File: src/rtl/instr_fetch_unit.sv
// Fetch unit: owns the PC, reads the combinational instruction memory and registers one instruction per cycle for decode.
// Define FETCH_PERF_CNT_EN to build the saturating perf_fetched / perf_stalls counters; otherwise both ports read 0.
module instr_fetch_unit #(
    parameter int unsigned          ADDR_W      = 8,
    parameter int unsigned          INSTR_W     = 16,
    parameter logic [ADDR_W-1:0]    RESET_PC    = '0,
    parameter logic [3:0]           HALT_OPCODE = 4'b1111
) (
    input  logic                clk,
    input  logic                rst,
    input  logic                fetch_en,
    input  logic                stall,
    input  logic                redirect_valid,
    input  logic [ADDR_W-1:0]   redirect_pc,
    output logic [ADDR_W-1:0]   imem_addr,
    input  logic [INSTR_W-1:0]  imem_instr,
    output logic                if_valid,
    output logic [INSTR_W-1:0]  if_instr,
    output logic [ADDR_W-1:0]   if_pc,
    output logic                halted,
    output logic                pc_wrap,
    output logic [15:0]         perf_fetched,
    output logic [15:0]         perf_stalls
);

    localparam int unsigned OP_W   = 4;
    localparam int unsigned PERF_W = 16;
    localparam logic [ADDR_W-1:0] PC_MAX = '1;

    typedef enum logic [1:0] {
        IDLE      = 2'd0,
        FETCH     = 2'd1,
        HALT_WAIT = 2'd2,
        HALTED    = 2'd3
    } state_t;

    state_t               state_q, state_d;
    logic [ADDR_W-1:0]    pc_q, pc_d;
    logic                 if_valid_d;
    logic [INSTR_W-1:0]   if_instr_d;
    logic [ADDR_W-1:0]    if_pc_d;
    logic                 halted_d;
    logic                 pc_wrap_d;
    logic                 is_halt_c;

    // The memory is combinational, so the PC register is the read address.
    assign imem_addr = pc_q;
    assign is_halt_c = (imem_instr[INSTR_W-1 -: OP_W] == HALT_OPCODE);

    // State, PC and decode-side output registers
    always_ff @(posedge clk) begin
        if (rst) begin
            state_q  <= IDLE;
            pc_q     <= RESET_PC;
            if_valid <= 1'b0;
            if_instr <= '0;
            if_pc    <= '0;
            halted   <= 1'b0;
            pc_wrap  <= 1'b0;
        end else begin
            state_q  <= state_d;
            pc_q     <= pc_d;
            if_valid <= if_valid_d;
            if_instr <= if_instr_d;
            if_pc    <= if_pc_d;
            halted   <= halted_d;
            pc_wrap  <= pc_wrap_d;
        end
    end

    // Next-state and next-output logic; everything holds unless a rule below changes it
    always_comb begin
        state_d    = state_q;
        pc_d       = pc_q;
        if_valid_d = if_valid;
        if_instr_d = if_instr;
        if_pc_d    = if_pc;
        halted_d   = halted;
        pc_wrap_d  = 1'b0;

        unique case (state_q)
            IDLE: begin
                if_valid_d = 1'b0;
                if (redirect_valid) begin
                    pc_d = redirect_pc;
                end
                if (fetch_en) begin
                    state_d = FETCH;
                end
            end

            FETCH: begin
                if (redirect_valid) begin
                    // Flush overrides a stall: the held instruction is on the wrong path.
                    pc_d       = redirect_pc;
                    if_valid_d = 1'b0;
                end else if (stall && if_valid) begin
                    if_valid_d = if_valid;
                end else if (!fetch_en) begin
                    if_valid_d = 1'b0;
                    state_d    = IDLE;
                end else begin
                    if_instr_d = imem_instr;
                    if_pc_d    = pc_q;
                    if_valid_d = 1'b1;
                    if (is_halt_c) begin
                        // PC parks on the HALT so imem_addr keeps pointing at it.
                        state_d = HALT_WAIT;
                    end else begin
                        pc_d      = pc_q + ADDR_W'(1);
                        pc_wrap_d = (pc_q == PC_MAX);
                    end
                end
            end

            HALT_WAIT: begin
                if (redirect_valid) begin
                    pc_d       = redirect_pc;
                    if_valid_d = 1'b0;
                    state_d    = FETCH;
                end else if (!stall) begin
                    if_valid_d = 1'b0;
                    halted_d   = 1'b1;
                    state_d    = HALTED;
                end
            end

            HALTED: begin
                if_valid_d = 1'b0;
                halted_d   = 1'b1;
                if (redirect_valid) begin
                    pc_d     = redirect_pc;
                    halted_d = 1'b0;
                    state_d  = FETCH;
                end
            end

            default: begin
                if_valid_d = 1'b0;
                state_d    = IDLE;
            end
        endcase
    end

`ifdef FETCH_PERF_CNT_EN
    logic [PERF_W-1:0] fetched_q;
    logic [PERF_W-1:0] stalls_q;

    // Saturating counters: accepted deliveries and back-pressured cycles
    always_ff @(posedge clk) begin
        if (rst) begin
            fetched_q <= '0;
            stalls_q  <= '0;
        end else begin
            if (if_valid && !stall && (fetched_q != '1)) begin
                fetched_q <= fetched_q + PERF_W'(1);
            end
            if (if_valid && stall && (stalls_q != '1)) begin
                stalls_q <= stalls_q + PERF_W'(1);
            end
        end
    end

    assign perf_fetched = fetched_q;
    assign perf_stalls  = stalls_q;
`else
    assign perf_fetched = '0;
    assign perf_stalls  = '0;
`endif

endmodule

File: config.mk
export PLATFORM = sky130hd
export DESIGN_NAME = instr_fetch_unit
export DESIGN_NICKNAME = d
export VERILOG_FILES = /design/src/rtl/instr_fetch_unit.sv
export SDC_FILE = /design/constraint.sdc
export NUM_CORES = 1
export LEC_CHECK = 0
export CAP_MARGIN = 20
export CORE_MARGIN = 1
export CORE_UTILIZATION = 44
export CTS_CLUSTER_DIAMETER = 80
export DETAILED_ROUTE_END_ITERATION = 6
export PLACE_DENSITY_LB_ADDON = 0.08
export SLEW_MARGIN = 10
export SYNTH_ARGS = -nofsm -noshare
export SYNTH_HDL_FRONTEND = slang
export SYNTH_SLANG_ARGS = --single-unit
File: constraint.sdc
create_clock -name clk -period 3.2 [get_ports clk]
set_input_delay 0.64 -clock clk [delete_from_list [all_inputs] [get_ports clk]]
set_output_delay 0.64 -clock clk [all_outputs]
set_load 0.01 [all_outputs]
==> summary.txt <==
Outcome
  – Result of the run: finished, final reports clean

Synthesis
  – Number of enable-type register cells in the synthesized netlist: 0
  – Post-synth cell types: 41
  – Most area-consuming cells after synthesis: dfxtp_1, buf_4, nand2_1
  – Synthesized instance count: 245
  – Yosys warnings: 0
  – Async S/R FF share, synth: 0%
  – Leading post-synthesis cells by instance count: nand2_1, dfxtp_1, a21oi_1, buf_4, o21ai_0
  – Proportion of netlist area held by the largest area contributor: a little under two fifths
  – Cell accounting for the most synthesized area: dfxtp_1
  – Most instantiated flip-flop cell in the synthesis netlist: dfxtp_1
  – Synthesis-stage register bit count: 37
  – Area of the mapped netlist: 1960 um2
  – Most numerous cell in the Yosys netlist: nand2_1
  – Average cell area after synthesis: 7.98 um2
  – Proportion of synthesized chip area in sequential cells: 37.9%

Critical path
  – CP max-delay cell: clkdlybuf4s50_1
  – R2R Setup Slk: 1.27 ns
  – Critical path depth: 6
  – Kind of end point of the critical path: register
  – Reg-to-Reg Start: state_q[1]$_SDFFE_PP0P_
  – Worst reg2reg endpoint: if_pc[5]$_SDFFE_PP0P_
  – Data required time at the worst endpoint: 3.34 ns
  – Largest incremental delay on the critical path: ~0.44 ns
  – Kind of cell adding the most delay to the critical path: buffers and inverters
  – Arrival time of the worst setup path: between 2 and 2.5 ns
  – Worst-case reg-to-reg path depth: 7
  – Critical-path cell list: clkdlybuf4s50_1, nor2b_2, nand3_1, buf_4, nand2_1, a21oi_1
  – Setup crit start kind: input port
  – Worst Path Max Fanout: 18
  – Worst Path Class, Setup: input port to register
  – Worst path bufs/invs: 2

Detailed routing
  – Detailed Routing Iterations Pass 1: 4
  – Antenna violation net count after detailed routing: 0
  – Average vias per placed instance: between 4 and 5
  – DRC violations left: 0
  – Wire per inst: between 10 and 15 um
  – Total number of vias: about 1,700
  – Number of DRC markers after the initial detailed-route iteration: 83
  – WL final: 4190 um

Power and ir drop
  – Total design power: between 1 and 1.5 mW
  – Worst vdd ir: 255 uV
  – P per Cell Area: between 400 and 500 nW/um2
  – Standby leakage power: 0.953 nW

Global route
  – Maximum number of pins on one net before global-route repair: 20
  – Number of global-route vias before repair: 1,474
  – First-pass GRT wire length: 6670 um
  – Initial antenna violation count: 0
  – Global-route total usage across every layer: 19.0%
  – Overflow after GRT: 0

Cells and area
  – Multi-input logic area: 1000 um2
  – Area delta synth->final: 31.7%
  – Share of final-layout standard cells stronger than drive strength 1: 6.21%
  – Number of nets at the end of the flow: 341
  – Count of filler cells inserted in the layout: 386
  – Number of diodes added for antenna fixing: 0
  – Area used by sequential logic in the layout: 741 um2

Timing
  – Endpoints failing hold: 0
  – Slew at the pin closest to its max-slew limit: 0.614 ns
  – Setup tns final: 0 ns
  – Achievable frequency: just under 0.5 GHz
  – Worst slew slack as a fraction of its limit: 58.9%
  – Finish-stage setup viols: 0
  – Final critical path time including I/O delays and setup: 2.02 ns
  – Final worst-path cycle share: 63.1%
  – Setup repair after global routing missed its margin: no
  – Clk_skew: 0.00268 ns
  – Final Slew Violations: 0

Clock network
  – Number of buffers inserted during clock tree synthesis: 5
  – Clock network latency to the later pin of the worst-skew pair: 0.28 ns
  – Register clock-pin slew on the reported worst setup and hold paths: 0.07 ns
  – Cts hold-fix bufs: 0
  – CTS root buffer: clkbuf_8
  – Post-CTS repair timing setup buffer count: 0
  – TritonCTS clock tree: done
  – Number of gates resized after cts: 0
  – Bufs on Longest Clock Path: 2
  – Clock sink count: 37
  – CTS HTree Levels: 2

Place
  – Last weighted congestion value of the routability-driven placer: 0.822
  – IO Port Bufs: 63
  – DP Wirelength: ~3100 um

Job
  – Number of max-cap violations: 0

Floorplan
  – Effective utilization at floorplan: 47.2%
  – Die Width: 68.7 um
  – Row cnt: 23
  – Number of I/O pins: 96
  – Die Area: 4710 um2
  – Core area: 4140 um2
  – Die Span Y: roughly 69 um

Worst hold path
  – Min-delay src: if_instr[7]$_SDFFE_PP0P_
  – Class of the most critical hold timing path: register to register
  – Worst hold endpoint: if_instr[7]$_SDFFE_PP0P_
  – Hold Path Cell Cnt: 2
## per-stage QoR
stage                     hold WS, ns  utilization [%]  cells  instance area (um2)  setup slack, ns
after CTS                       0.457             62.2    356                 2580             1.17
final                           0.457             62.2    356                 2580             1.18
after floorplan                 0.477                -    276                 2070             1.53
after global routing            0.482             62.2    356                 2580             1.05
after global placement          0.441             60.0    349                 2490            0.918
after detailed placement        0.447             60.0    349                 2490            0.878
## cells in the final DEF (no fill, tap or decap), types with 3 or more instances in the layout
master,n
inv_1,3
clkdlybuf4s50_1,63
conb_1,32
a21oi_1,36
clkbuf_8,6
and3_1,3
dfxtp_1,37
ha_1,6
nor2_1,7
buf_4,5
nand2_1,58
o21ai_0,8
nand3_1,5
nand2b_1,3
## logic make-up after synthesis
logic type      count (synthesis)  share of synthesized area (%)
fa+ha+maj                       6                           3.84
simple gates                   96                           23.7
flops                          37                           37.9
buf+inv                        48                           16.8
compound gates                 57                           17.6
other cells                     1                          0.192
## report_power, final
part	switching [mW]	total [mW]	internal [mW]
clock network	0.165	0.335	0.170
logic	0.109	0.216	0.107
registers	0.0241	0.507	0.483
## flip-flops by register name, summed over array words and instances (netlist names)
register and cells:
halted 1, if_valid 1, imem_addr 8, if_pc 8
state_q 2, pc_wrap 1, if_instr 16
## area by class of cell
class / instances / area share, %
clock buffer: 6 / 3.21
sequential: 37 / 28.8
inverter: 3 / 0.437
multi-input combinational: 191 / 39.0
clock inverter: 1 / 0.291
timing repair buffer: 68 / 25.9
tap: 50 / 2.43
## how the worst max path moves through the flow
stage                   startpoint                    end  slack (ns)
finish              redirect_valid  if_pc[5]$_SDFFE_PP0P_        1.18
global route        redirect_valid  if_pc[5]$_SDFFE_PP0P_        1.05
CTS                 redirect_valid  if_pc[5]$_SDFFE_PP0P_        1.17
detailed placement  redirect_valid  if_pc[5]$_SDFFE_PP0P_        0.88
global placement    redirect_valid  if_pc[5]$_SDFFE_PP0P_        0.92
floorplan           redirect_valid  if_pc[5]$_SDFFE_PP0P_        1.53
## per-layer routing
metal / vias to the layer above / wire length (um) / track usage, % / share of wire (%)
met4: 0 / 11 / 3.91 / 0.26
met5: - / 0 / 0 / 0
met1: 779 / 1870 / 22.7 / 45
li1: 883 / - / - / -
met3: 2 / 370 / 6.41 / 8.8
met2: 72 / 1930 / 32.7 / 46
## worst reg2reg max path: cells and delay by family, from the launching register on
family	cells	cell delay, ns
adder cells (fa/ha/maj)	1	0.21
flip-flops	1	0.35
buffers and inverters	2	0.41
AO/OA/AOI/OAI	1	0.06
AND/OR/NAND/NOR	3	0.76
Note: power is estimated with default switching activity, not from simulation.
